## config.mk

```make
export PLATFORM = sky130hd
export DESIGN_NAME = uart_rx_shift_top_flat
export DESIGN_NICKNAME = d
export VERILOG_FILES = /design/src/rtl/uart_rx_shift_if.sv /design/src/rtl/uart_rx_shift_top.sv /design/src/flat_wrapper.sv
export SDC_FILE = /design/constraint.sdc
export NUM_CORES = 1
export LEC_CHECK = 0
export ABC_CLOCK_PERIOD_IN_PS = 4600
export CORE_MARGIN = 10
export CORE_UTILIZATION = 45
export DETAILED_ROUTE_END_ITERATION = 7
export GPL_TIMING_DRIVEN = 0
export PLACE_DENSITY = 0.69
export SLEW_MARGIN = 20
export SYNTH_ARGS = -nofsm -noshare
export SYNTH_HDL_FRONTEND = slang
export SYNTH_SLANG_ARGS = --single-unit
```

## constraint.sdc

```tcl
create_clock -name clk -period 4.6 [get_ports clk]
set_input_delay 0.69 -clock clk [delete_from_list [all_inputs] [get_ports clk]]
set_output_delay 0.69 -clock clk [all_outputs]
set_load 0.02 [all_outputs]
```

## src/rtl/uart_rx_shift_if.sv

```systemverilog
// Serial-in / parallel-out signal bundle between the RX pin side and the receive buffer.
interface uart_rx_shift_if;
  logic       rx_data;
  logic       baud_clk;
  logic       Shift;
  logic       done;
  logic [7:0] output_data;
  logic [3:0] count_rep;
  logic [3:0] count_bits;

  modport master (
    output rx_data,
    input  baud_clk, Shift, done, output_data, count_rep, count_bits
  );

  modport slave (
    input  rx_data,
    output baud_clk, Shift, done, output_data, count_rep, count_bits
  );
endinterface

```

## src/rtl/uart_rx_shift_top.sv

```systemverilog
// UART receive datapath: 16x oversampled start detect, LSB-first 8-bit shift-in, stop check.
module uart_rx_shift_top #(
  parameter int unsigned BAUD_DIV   = 4,
  parameter int unsigned OVERSAMPLE = 16
) (
  input  logic           clk,
  input  logic           reset,
  uart_rx_shift_if.slave rx_if
);

  localparam int unsigned      DIV_W     = $clog2(BAUD_DIV);
  localparam logic [DIV_W-1:0] DIV_LAST  = DIV_W'(BAUD_DIV - 1);
  localparam logic [3:0]       REP_LAST  = 4'(OVERSAMPLE - 1);
  localparam logic [3:0]       REP_MID   = 4'((OVERSAMPLE / 2) - 1);
  localparam logic [3:0]       BITS_LAST = 4'd7;

  typedef enum logic [1:0] {
    S_IDLE,
    S_START,
    S_DATA,
    S_STOP
  } state_e;

  state_e           state_q;
  logic [DIV_W-1:0] div_q;
  logic [DIV_W-1:0] div_d;
  logic [3:0]       rep_q;
  logic [3:0]       rep_inc;
  logic [3:0]       bits_q;
  logic [7:0]       sr_q;
  logic [7:0]       sr_next;
  logic [7:0]       out_q;
  logic             done_q;
  logic             tick;
  logic             shift_c;

  // Oversampling tick decode and divider next value
  always_comb begin
    tick    = (div_q == DIV_LAST);
    div_d   = tick ? '0 : div_q + DIV_W'(1);
    rep_inc = rep_q + 4'd1;
    shift_c = tick && (state_q == S_DATA) && (rep_q == REP_LAST);
    sr_next = shift_c ? {rx_if.rx_data, sr_q[7:1]} : sr_q;
  end

  // Tick divider
  always_ff @(posedge clk or negedge reset) begin
    if (!reset) begin
      div_q <= '0;
    end else begin
      div_q <= div_d;
    end
  end

  // Receive FSM, counters, shift register and output byte
  always_ff @(posedge clk or negedge reset) begin
    if (!reset) begin
      state_q <= S_IDLE;
      rep_q   <= 4'd0;
      bits_q  <= 4'd0;
      sr_q    <= 8'h00;
      out_q   <= 8'h00;
      done_q  <= 1'b0;
    end else begin
      done_q <= 1'b0;
      sr_q   <= sr_next;
      if (tick) begin
        case (state_q)
          S_IDLE: begin
            rep_q  <= 4'd0;
            bits_q <= 4'd0;
            if (!rx_if.rx_data) begin
              state_q <= S_START;
              sr_q    <= 8'h00;
            end
          end
          S_START: begin
            // The detect tick counts as tick 0, so the mid-bit check uses the incremented count.
            if (rep_inc == REP_MID) begin
              rep_q   <= 4'd0;
              state_q <= rx_if.rx_data ? S_IDLE : S_DATA;
            end else begin
              rep_q <= rep_inc;
            end
          end
          S_DATA: begin
            if (rep_q == REP_LAST) begin
              rep_q  <= 4'd0;
              bits_q <= bits_q + 4'd1;
              if (bits_q == BITS_LAST) begin
                state_q <= S_STOP;
              end
            end else begin
              rep_q <= rep_inc;
            end
          end
          S_STOP: begin
            if (rep_q == REP_LAST) begin
              rep_q   <= 4'd0;
              bits_q  <= 4'd0;
              state_q <= S_IDLE;
              if (rx_if.rx_data) begin
                out_q  <= sr_q;
                done_q <= 1'b1;
              end
            end else begin
              rep_q <= rep_inc;
            end
          end
          default: state_q <= S_IDLE;
        endcase
      end
    end
  end

  assign rx_if.baud_clk    = tick;
  assign rx_if.Shift       = shift_c;
  assign rx_if.done        = done_q;
  assign rx_if.output_data = out_q;
  assign rx_if.count_rep   = rep_q;
  assign rx_if.count_bits  = bits_q;

endmodule

```

## src/flat_wrapper.sv

```systemverilog
// flat-port wrapper written by rule: the top's interface ports become plain ports
module uart_rx_shift_top_flat 
#(
  parameter int unsigned BAUD_DIV   = 4,
  parameter int unsigned OVERSAMPLE = 16
)
  (clk, reset, rx_if_rx_data, rx_if_baud_clk, rx_if_Shift, rx_if_done, rx_if_output_data, rx_if_count_rep, rx_if_count_bits);
  uart_rx_shift_if rx_if_i ();
  input  logic clk;
  input  logic reset;
  input wire logic [$bits(rx_if_i.rx_data)-1:0] rx_if_rx_data;
  output wire logic [$bits(rx_if_i.baud_clk)-1:0] rx_if_baud_clk;
  output wire logic [$bits(rx_if_i.Shift)-1:0] rx_if_Shift;
  output wire logic [$bits(rx_if_i.done)-1:0] rx_if_done;
  output wire logic [$bits(rx_if_i.output_data)-1:0] rx_if_output_data;
  output wire logic [$bits(rx_if_i.count_rep)-1:0] rx_if_count_rep;
  output wire logic [$bits(rx_if_i.count_bits)-1:0] rx_if_count_bits;
  assign rx_if_i.rx_data = rx_if_rx_data;
  assign rx_if_baud_clk = rx_if_i.baud_clk;
  assign rx_if_Shift = rx_if_i.Shift;
  assign rx_if_done = rx_if_i.done;
  assign rx_if_output_data = rx_if_i.output_data;
  assign rx_if_count_rep = rx_if_i.count_rep;
  assign rx_if_count_bits = rx_if_i.count_bits;
  uart_rx_shift_top #(.BAUD_DIV(BAUD_DIV), .OVERSAMPLE(OVERSAMPLE)) u_core (.clk(clk), .reset(reset), .rx_if(rx_if_i));
endmodule
```

==> qor.yml <==
synth:
  synth-xor-area-share_pct: 0.636
  yosys.area_share.simple_pct: 19.3
  synth_top_family_by_area: "simple AND/OR/NAND/NOR gates"
  synth_cells: 130
  synth_area_leader_cell: "dfrtp_1"
  muxShareOfSynthArea_pct: 6.55
  synth-seq-area-share_pct: 52.7
  synth_cell_types: 38
  synth_area_leaders: "dfrtp_1 53%, mux2_2 6.5%, nand2_1 6.5%"
  syn_area_um2: 1380
  netlist.area_leader.share_pct: 52.7
  synth_compound_area_share_pct: 14.3
  synth-seq-cells: 29
  syn-num-nets: 137
  syn-mean-instance-area_um2: 10.6
  yosysWarnings: 0
  synth_adder_area_share_pct: 3.64
finish:
  area_growth_pct: 21.5
  register_area_um2: 726
  final_nets: 165
  multi_input_area_um2: 611
  utilization_pct: 56.1
  layout-drive-gt1-share_pct: 15.1
  antennaDiodeCount: 0
  fill_cells: 251
place:
  hpwl_um: 2100
  place_congestion: 0.758
  numPortBuffers: 21
power_and_ir_drop:
  power_density_nw_per_um2: 247
  p_leak_nw: 0.712
  peakVddDrop_mv: 0.130
sta:
  fin_setup_tns_ns: 0
  fmax_mhz: 315
  finalMaxSlewViolations: 0
  final.setup_skew_ns: 0.0118
  tightestPinTransition_ns: 0.631
  slew_headroom_pct: 57.9
  timing.final.crit_period_ns: 3.17
  setup_violations: 0
  finalHoldViolations: 0
  period_share_pct: 68.9
  rsz0062_at_grt: "false"
routing:
  postRouteAntennaNets: 0
  wl_um: 2850
  viasPerCell: 5.48
  first_pass_iters: 4
  wl_per_cell_um: 14.8
  post-route-drc-count: 0
  dr.first_iter.drc_count: 51
  detailroute.via_count: 1052
global_routing:
  grt_pass1_vias: 1064
  overflow: 0
  grt_max_degree: 30
  gr-usage-all-layers_pct: 11.2
  grt_pass1_wl_um: 4890
  antenna_found_initial: 0
job:
  drv_cap: 0
floorplanning:
  initial_core_util_pct: 46.2
  core_um2: 2980
  die_h_um: 75.3
  rows: 20
  die_w_um: 75.3
  io_pins: 22
  dieArea_um2: 5670
setup_path:
  arrival_ns: 2.48
  worstReg2RegEnd: "u_core.rx_if.output_data[1]$_DFFE_PN0P_"
  cp_slowest_cell: "clkdlybuf4s50_1"
  required_ns: 3.91
  crit_family: "buffers and inverters"
  endpoint_kind: "output pin"
  r2r_slack_ns: 2.67
  r2r_start: "u_core.rx_if.count_rep[0]$_DFFE_PN0P_"
  worstSetupEndpoint: "rx_if_Shift"
  cp-start-kind: "register"
  worstSetupPathType: "reg2out"
  max_stage_delay_ns: 0.64
  crit_cells: 5
  path_cells: "ha_1 > and3_1 > nand3_4 > inv_2 > clkdlybuf4s50_1"
  crit_buf_inv: 2
  rr_worst_depth: 4
  startpoint: "u_core.rx_if.count_rep[0]$_DFFE_PN0P_"
  crit_fanout: 10
cts:
  cts_setup_buffers: 0
  cts_sinks: 29
  cts.path.max_buffers: 2
  cts_hold_buf: 0
  cts_tree: "built"
  h-tree-depth: 2
  post_cts_resized: 0
  cts_buffers: 5
  clk_latency_ns: 0.32
  cts-root-buf: "clkbuf_4"
  clk_pin_slew_ns: 0.09
outcome:
  status: "finished, final reports clean"
min_path:
  hold_class: "in2async"
-- sequential cells by signal (all words and copies together) (netlist names), named ones only --
signal	cells
u_core.state_q	1
u_core.div_q	2
u_core.rx_if.output_data	8
u_core.sr_q	8
u_core.rx_if.count_bits	4
u_core.rx_if.count_rep	4
u_core.rx_if.done	1
-- synthesized netlist by cell type --
cell	number
dfrtp_1	29
nand2_1	24
a21oi_1	11
mux2_2	8
nand3_1	5
ha_1	4
o21ai_0	4
inv_1	3
nor2b_1	3
nor3_1	3
o31ai_1	3
a21o_1	2
a22o_1	2
a31oi_1	2
buf_2	2
buf_4	2
nand4_1	2
a31o_1	1
and2_1	1
and2b_1	1
and3_1	1
inv_2	1
nand2b_1	1
nand3_4	1
nand3b_1	1
nand4b_1	1
nor2_1	1
nor2_4	1
nor3_2	1
o211ai_1	1
o21a_1	1
o21ai_1	1
o22a_1	1
o41ai_2	1
or2_1	1
or2_2	1
or3_1	1
xnor2_1	1
-- worst min path at each step --
stage,cells after the start,from,slack (ns),end
after floorplan,0,reset,0.39,asynchronous set/reset pin
after global placement,1,u_core.div_q[0]$_DFF_PN0_,0.41,u_core.div_q[0]$_DFF_PN0_
after detailed placement,1,u_core.div_q[0]$_DFF_PN0_,0.42,u_core.div_q[0]$_DFF_PN0_
after CTS,1,reset,0.39,asynchronous set/reset pin
after global routing,1,reset,0.41,u_core.rx_if.count_rep[1]$_DFFE_PN0P_
final,1,reset,0.38,asynchronous set/reset pin
-- routing by layer --
layer	vias up	wire length (um)	track usage, %
met3	6	212	5.08
met5	-	0	0
met2	27	1440	18.8
met4	0	36	4.74
met1	502	1160	11.8
li1	517	-	-
-- report_power, final --
group          internal [W]  switching (W)
combinational    0.00000304     0.00000711
sequential         0.000258     0.00000264
clock             0.0000608      0.0000804
-- cells by family (layout without fill, tap and decap cells) --
logic type,count (synthesis),count (layout)
AO/OA/AOI/OAI,30,30
adder cells (fa/ha/maj),4,4
buffers and inverters,8,37
XOR/XNOR,1,1
flip-flops,29,29
AND/OR/NAND/NOR,50,50
multiplexers,8,8
-- layout make-up --
| type | count | share of cell area [%] |
|---|---|---|
| Clock buffer | 8 | 2.92 |
| Timing Repair Buffer | 21 | 12.3 |
| Sequential cell | 29 | 43.4 |
| Inverter | 4 | 0.898 |
| Multi-Input combinational cell | 93 | 36.5 |
| Tap cell | 33 | 2.47 |
| Buffer | 4 | 1.50 |
-- per-stage QoR --
step | setup slack (ns) | cells | power, W | hold slack [ns] | cell area (um2)
final | 1.43 | 192 | 0.000412 | 0.378 | 1670
after global placement | 1.83 | 184 | 0.000276 | 0.414 | 1630
after detailed placement | 1.77 | 184 | 0.000277 | 0.421 | 1620
after global routing | 1.26 | 192 | 0.000433 | 0.409 | 1670
after floorplan | 2.50 | 130 | 0.000268 | 0.394 | 1380
after CTS | 1.41 | 192 | 0.000420 | 0.388 | 1670
-- cell usage in the layout, fill, tap and decap left out, types with 2 or more instances in the layout --
master / count
a31oi_1: 2
ha_1: 4
inv_1: 3
nand3_1: 5
clkbuf_4: 5
a21oi_1: 11
nand4_1: 2
clkbuf_1: 3
o21ai_0: 4
o31ai_1: 3
clkdlybuf4s50_1: 20
nor2b_1: 3
a22o_1: 2
dfrtp_1: 29
nor3_1: 3
a21o_1: 2
nand2_1: 24
mux2_2: 8
buf_4: 2
buf_2: 3
(Power assumes the default switching activity.)
